[src/rtl/gate_pkg.sv]
// Shared gate definitions: mode encodings and the reduction function used by
// both the gate register and any reference model.
package gate_pkg;

    localparam logic [2:0] GATE_AND  = 3'd0;
    localparam logic [2:0] GATE_OR   = 3'd1;
    localparam logic [2:0] GATE_XOR  = 3'd2;
    localparam logic [2:0] GATE_NAND = 3'd3;
    localparam logic [2:0] GATE_NOR  = 3'd4;
    localparam logic [2:0] GATE_XNOR = 3'd5;

    localparam int unsigned MAX_WIDTH = 16;

    // Reduce the low 'width' bits of vec; bits at or above 'width' are ignored.
    // Unused mode codes fall back to AND.
    function automatic logic gate_reduce(input logic [2:0]           mode,
                                         input logic [MAX_WIDTH-1:0] vec,
                                         input int unsigned          width);
        logic r_and;
        logic r_or;
        logic r_xor;
        logic res;
        r_and = 1'b1;
        r_or  = 1'b0;
        r_xor = 1'b0;
        for (int i = 0; i < MAX_WIDTH; i++) begin
            if (i < width) begin
                r_and = r_and & vec[i];
                r_or  = r_or  | vec[i];
                r_xor = r_xor ^ vec[i];
            end
        end
        case (mode)
            GATE_OR:   res = r_or;
            GATE_XOR:  res = r_xor;
            GATE_NAND: res = ~r_and;
            GATE_NOR:  res = ~r_or;
            GATE_XNOR: res = ~r_xor;
            default:   res = r_and;
        endcase
        return res;
    endfunction

endpackage

[src/rtl/key_debounce.sv]
// Single-bit switch conditioner: 2-FF synchroniser followed by a hold-time
// debounce counter. The stable level only moves after the synchronised input
// has disagreed with it for DEB_CYCLES consecutive cycles.
module key_debounce #(
    parameter int unsigned DEB_CYCLES = 1000000
) (
    input  logic sys_clk,
    input  logic sys_rst_n,
    input  logic din,
    output logic din_stable
);

    localparam int unsigned CNT_W = (DEB_CYCLES > 2) ? $clog2(DEB_CYCLES) : 1;
    localparam logic [CNT_W-1:0] CNT_LAST = CNT_W'(DEB_CYCLES - 1);

    logic             sync1_q;
    logic             sync2_q;
    logic [CNT_W-1:0] cnt_q, cnt_d;
    logic             stable_q, stable_d;

    // Counter runs only while the synchronised level disagrees with the stable one.
    always_comb begin
        cnt_d    = '0;
        stable_d = stable_q;
        if (sync2_q != stable_q) begin
            if (cnt_q == CNT_LAST) begin
                stable_d = sync2_q;
            end else begin
                cnt_d = cnt_q + 1'b1;
            end
        end
    end

    // Synchroniser, counter and stable level; reset discards any partial count.
    always_ff @(posedge sys_clk or negedge sys_rst_n) begin
        if (!sys_rst_n) begin
            sync1_q  <= 1'b0;
            sync2_q  <= 1'b0;
            cnt_q    <= '0;
            stable_q <= 1'b0;
        end else begin
            sync1_q  <= din;
            sync2_q  <= sync1_q;
            cnt_q    <= cnt_d;
            stable_q <= stable_d;
        end
    end

    assign din_stable = stable_q;

endmodule

[src/rtl/gate_nin_debounce.sv]
// N-input selectable reduction gate behind per-bit debounced switch inputs.
// dout is registered; change_pulse marks the cycle dout takes a new value.
module gate_nin_debounce
    import gate_pkg::*;
#(
    parameter int unsigned WIDTH      = 3,
    parameter int unsigned DEB_CYCLES = 1000000
) (
    input  logic             sys_clk,
    input  logic             sys_rst_n,
    input  logic [WIDTH-1:0] din,
    input  logic [2:0]       mode,
    output logic [WIDTH-1:0] din_stable,
    output logic             dout,
    output logic             change_pulse
);

    logic [MAX_WIDTH-1:0] vec_ext;
    logic                 dout_q, dout_d;
    logic                 change_q, change_d;
    logic                 primed_q;

    for (genvar i = 0; i < WIDTH; i++) begin : g_deb
        key_debounce #(
            .DEB_CYCLES (DEB_CYCLES)
        ) u_key_debounce (
            .sys_clk    (sys_clk),
            .sys_rst_n  (sys_rst_n),
            .din        (din[i]),
            .din_stable (din_stable[i])
        );
    end

    // Gate result and change detect; primed masks the first post-reset update
    // so inverting modes do not pulse when dout leaves its reset value.
    always_comb begin
        vec_ext            = '0;
        vec_ext[WIDTH-1:0] = din_stable;
        dout_d             = gate_reduce(mode, vec_ext, WIDTH);
        change_d           = primed_q && (dout_d != dout_q);
    end

    // Output register, strobe and primed flag.
    always_ff @(posedge sys_clk or negedge sys_rst_n) begin
        if (!sys_rst_n) begin
            dout_q   <= 1'b0;
            change_q <= 1'b0;
            primed_q <= 1'b0;
        end else begin
            dout_q   <= dout_d;
            change_q <= change_d;
            primed_q <= 1'b1;
        end
    end

    assign dout         = dout_q;
    assign change_pulse = change_q;

endmodule

[config.mk]
export PLATFORM = sky130hd
export DESIGN_NAME = gate_nin_debounce
export DESIGN_NICKNAME = d
export VERILOG_FILES = /design/src/rtl/gate_pkg.sv /design/src/rtl/key_debounce.sv /design/src/rtl/gate_nin_debounce.sv
export SDC_FILE = /design/constraint.sdc
export NUM_CORES = 1
export LEC_CHECK = 0
export CAP_MARGIN = 20
export CELL_PAD_IN_SITES_DETAIL_PLACEMENT = 1
export CELL_PAD_IN_SITES_GLOBAL_PLACEMENT = 1
export CORE_MARGIN = 4
export CORE_UTILIZATION = 48
export DETAILED_ROUTE_END_ITERATION = 12
export GPL_TIMING_DRIVEN = 1
export PLACE_DENSITY_LB_ADDON = 0.1
export SLEW_MARGIN = 25
export SYNTH_ARGS = -nofsm -noshare
export SYNTH_HDL_FRONTEND = slang
export SYNTH_SLANG_ARGS = --single-unit
[constraint.sdc]
create_clock -name sys_clk -period 2.1 [get_ports sys_clk]
set_input_delay 0.42 -clock sys_clk [delete_from_list [all_inputs] [get_ports sys_clk]]
set_output_delay 0.42 -clock sys_clk [all_outputs]
set_load 0.01 [all_outputs]
==> results.json <==
{
  "vias": 2721,
  "wl_per_cell_um": 15.65,
  "multi_input_area_um2": 1639,
  "clock_latency_ps": 340,
  "netSwitchingPower_w": 0.0006067,
  "synth.largest_area_cell": "dfrtp_1",
  "synthFlopType": "dfrtp_1",
  "power.density_nw_per_um2": 664.0,
  "antennaDiodeCount": 0,
  "syn-num-nets": 371,
  "cts_buffers": 9,
  "drive_gt1_share_pct": 11.08,
  "layout_commonest_cell": "dfrtp_1",
  "cts_hold_buf": 0,
  "portBuffers": 12,
  "cp_max_fo": 8,
  "synthTopCellsByArea": "dfrtp_1, xor2_1, nor2_1",
  "fill_cells": 836,
  "hpwl_um": 5360,
  "pwr-share-seq_pct": 53.4,
  "rsz0062_at_grt": "false",
  "cts_setup_buffers": 0,
  "dr_wl_met2_um": 3697,
  "initial_core_util_pct": 49.17,
  "drt_drc_violations_left": 0,
  "p_int_w": 0.002078,
  "cp_common_cell": "or4_1",
  "synth_area_um2": 3547,
  "dieHeight_um": 93.97,
  "grt_overflow_total": 0,
  "track_usage_pct": 19.33,
  "design.die.area_um2": 8829,
  "ys_ff_latch": 72,
  "tns_ps": 0,
  "clkPwrFrac_pct": 41.5,
  "cts_resized": 0,
  "drtIter0Drc": 77,
  "core_area_um2": 7214,
  "syn_inst": 358,
  "ant_nets": 0,
  "firstDrtPassIters": 4,
  "fin_nets": 396,
  "hold_violations": 0,
  "startpoint": "g_deb[0].u_key_debounce.cnt_q[0]$_DFF_PN0_",
  "async_flop_share_pct": 100.0,
  "ys_seq_area_share_pct": 50.79,
  "vdd_drop_max_uv": 432.6,
  "critical_path_class": "flip-flop to flip-flop",
  "grt_pass1_vias": 2939,
  "synth_edf_count": 0,
  "hold_path.class": "primary input to async pin",
  "stdcell_area_um2": 4043,
  "cap_violations": 0,
  "top_layer_used": "met4",
  "pin_count": 13,
  "critical_path.cell_chain": "ha_1 -> inv_1 -> or4_1 -> or4_1 -> a21oi_1",
  "p_sw_share_pct": 22.60,
  "worst_setup_path_start_kind": "flip-flop",
  "place.gp.congestion": 0.7350,
  "grt_antenna_before_repair": 0,
  "wl_met1_um": 3581,
  "finalWirelength_um": 7622,
  "fp-row-count": 31,
  "p_leak_nw": 1.686,
  "clkSinkCount": 72,
  "root_buffer": "clkbuf_8",
  "ys_types": 45,
  "critPathRequiredTime_ps": 2370,
  "max_stage_delay_ps": 640,
  "clk_pin_slew_ps": 70,
  "clockBufferDepth": 2,
  "die_w_um": 93.97,
  "combPwrFrac_pct": 5.1,
  "yosys_warnings": 0,
  "seq_area_um2": 1802,
  "slowest_stage": "or4_1",
  "grt_pass1_wl_um": 13660,
  "final_cell_mix": "dfrtp_1, nor2_1, xor2_1",
  "crit_arrival_ps": 2220,
  "reg2reg_from": "g_deb[0].u_key_debounce.cnt_q[0]$_DFF_PN0_",
  "status": "finished clean",
  "area_growth_pct": 13.97,
  "max_freq_ghz": 0.5127,
  "maxSlewViolCount": 0,
  "syn_area_per_cell_um2": 9.908,
  "place_area_um2": 3844,
  "cts_tree": "yes",
  "h-tree-depth": 3,
  "setup_violations": 0,
  "skew_ps": 11.52,
  "routed_via_density": 5.587,
  "synth_top_area_share_pct": 50.79,
  "end_kind": "flip-flop",
  "fin_crit_sh_pct": 92.87,
  "wl_met3_um": 197,
  "final.min_clock_period_ps": 1950,
  "grt_max_degree": 35
}
[sequential cells by signal, indices dropped and copies added (netlist names)]
register / count
g_deb.u_key_debounce.din_stable: 3
change_pulse: 1
dout: 1
g_deb.u_key_debounce.cnt_q: 60
g_deb.u_key_debounce.sync1_q: 3
g_deb.u_key_debounce.sync2_q: 3
primed_q: 1
[worst max-delay path: cells and delay by family (launching register included)]
kind	cells	cell delay [ps]
adders and majority gates	1	190
buffers and inverters	1	50
and+or+nand+nor	2	1080
AOI/OAI and AO/OA	1	140
DFF	1	410
[kinds of logic (layout without fill, tap and decap cells)]
kind of cell	after synthesis	count (layout)	share of synthesized area, %
simple gates	166	166	25.12
flops	72	72	50.79
xor+xnor	43	43	10.62
compound gates	40	40	6.914
buf+inv	26	56	3.139
fa+ha+maj	5	5	1.764
mux	5	5	1.552
other cells	1	1	0.1057
[cell usage after synthesis, types with 2 or more instances]
cell type / number
dfrtp_1: 72
clkbuf_1: 8
a21oi_1: 15
mux2_2: 4
nor4_1: 8
and4_1: 6
buf_2: 2
nor2b_1: 3
nor4b_1: 3
nand4_1: 18
xnor2_1: 20
o21ai_0: 10
ha_1: 5
nand3_1: 19
or3_1: 12
nor3_1: 7
nor2_1: 50
inv_1: 13
nand2b_1: 2
o31ai_1: 6
xor2_1: 23
buf_4: 3
or4_1: 5
and3_1: 4
and2_1: 3
nand2_1: 18
[power groups by stage]
stage / registers [W] / clock network, W / logic, W
after detailed placement: 0.00146 / 0 / 0.000140
after floorplan: 0.00146 / 0 / 0.0000583
after global placement: 0.00146 / 0 / 0.000135
after global routing: 0.00144 / 0.00120 / 0.000156
final: 0.00143 / 0.00111 / 0.000137
after CTS: 0.00143 / 0.00115 / 0.000141
[layer usage]
| metal | track usage, % | vias up |
|---|---|---|
| met1 | 24.72 | 1366 |
| li1 | - | 1313 |
| met2 | 32.64 | 29 |
| met4 | 7.702 | 0 |
| met3 | 3.125 | 13 |
| met5 | 0 | - |
[through the flow]
stage               setup slack [ps]  cells  util (%)  hold WS, ps  total power, W
CTS                            139.3    487     56.04        24.39        0.002720
global route                   16.64    487     56.04        37.82        0.002790
finish                         149.6    487     56.04        11.01        0.002684
detailed placement             79.07    471     53.28        337.1        0.001602
floorplan                      205.3    358         -        124.4        0.001517
global placement               138.0    471     53.28        332.4        0.001594
[worst paths after layout]
path / slack [ps] / end / cells after the start
max reg2reg: 150 / g_deb[0].u_key_debounce.cnt_q[18]$_DFF_PN0_ / 5
min reg2reg: 350 / g_deb[1].u_key_debounce.sync2_q$_DFF_PN0_ / 0
min in group sys_clk: 350 / g_deb[1].u_key_debounce.sync2_q$_DFF_PN0_ / 0
max: 150 / g_deb[0].u_key_debounce.cnt_q[18]$_DFF_PN0_ / 5
max in group asynchronous: 1450 / g_deb[2].u_key_debounce.cnt_q[3]$_DFF_PN0_ / 2
min: 10 / dout$_DFF_PN0_ / 1
[area by class of cell]
type | instances | area share (%)
Timing Repair Buffer | 27 | 5.695
Inverter | 13 | 1.207
Multi-Input combinational cell | 260 | 40.54
Clock buffer | 13 | 3.931
Sequential cell | 72 | 44.57
Clock inverter | 3 | 0.9904
Tap cell | 99 | 3.064
Power figures use the tool's default switching activity.
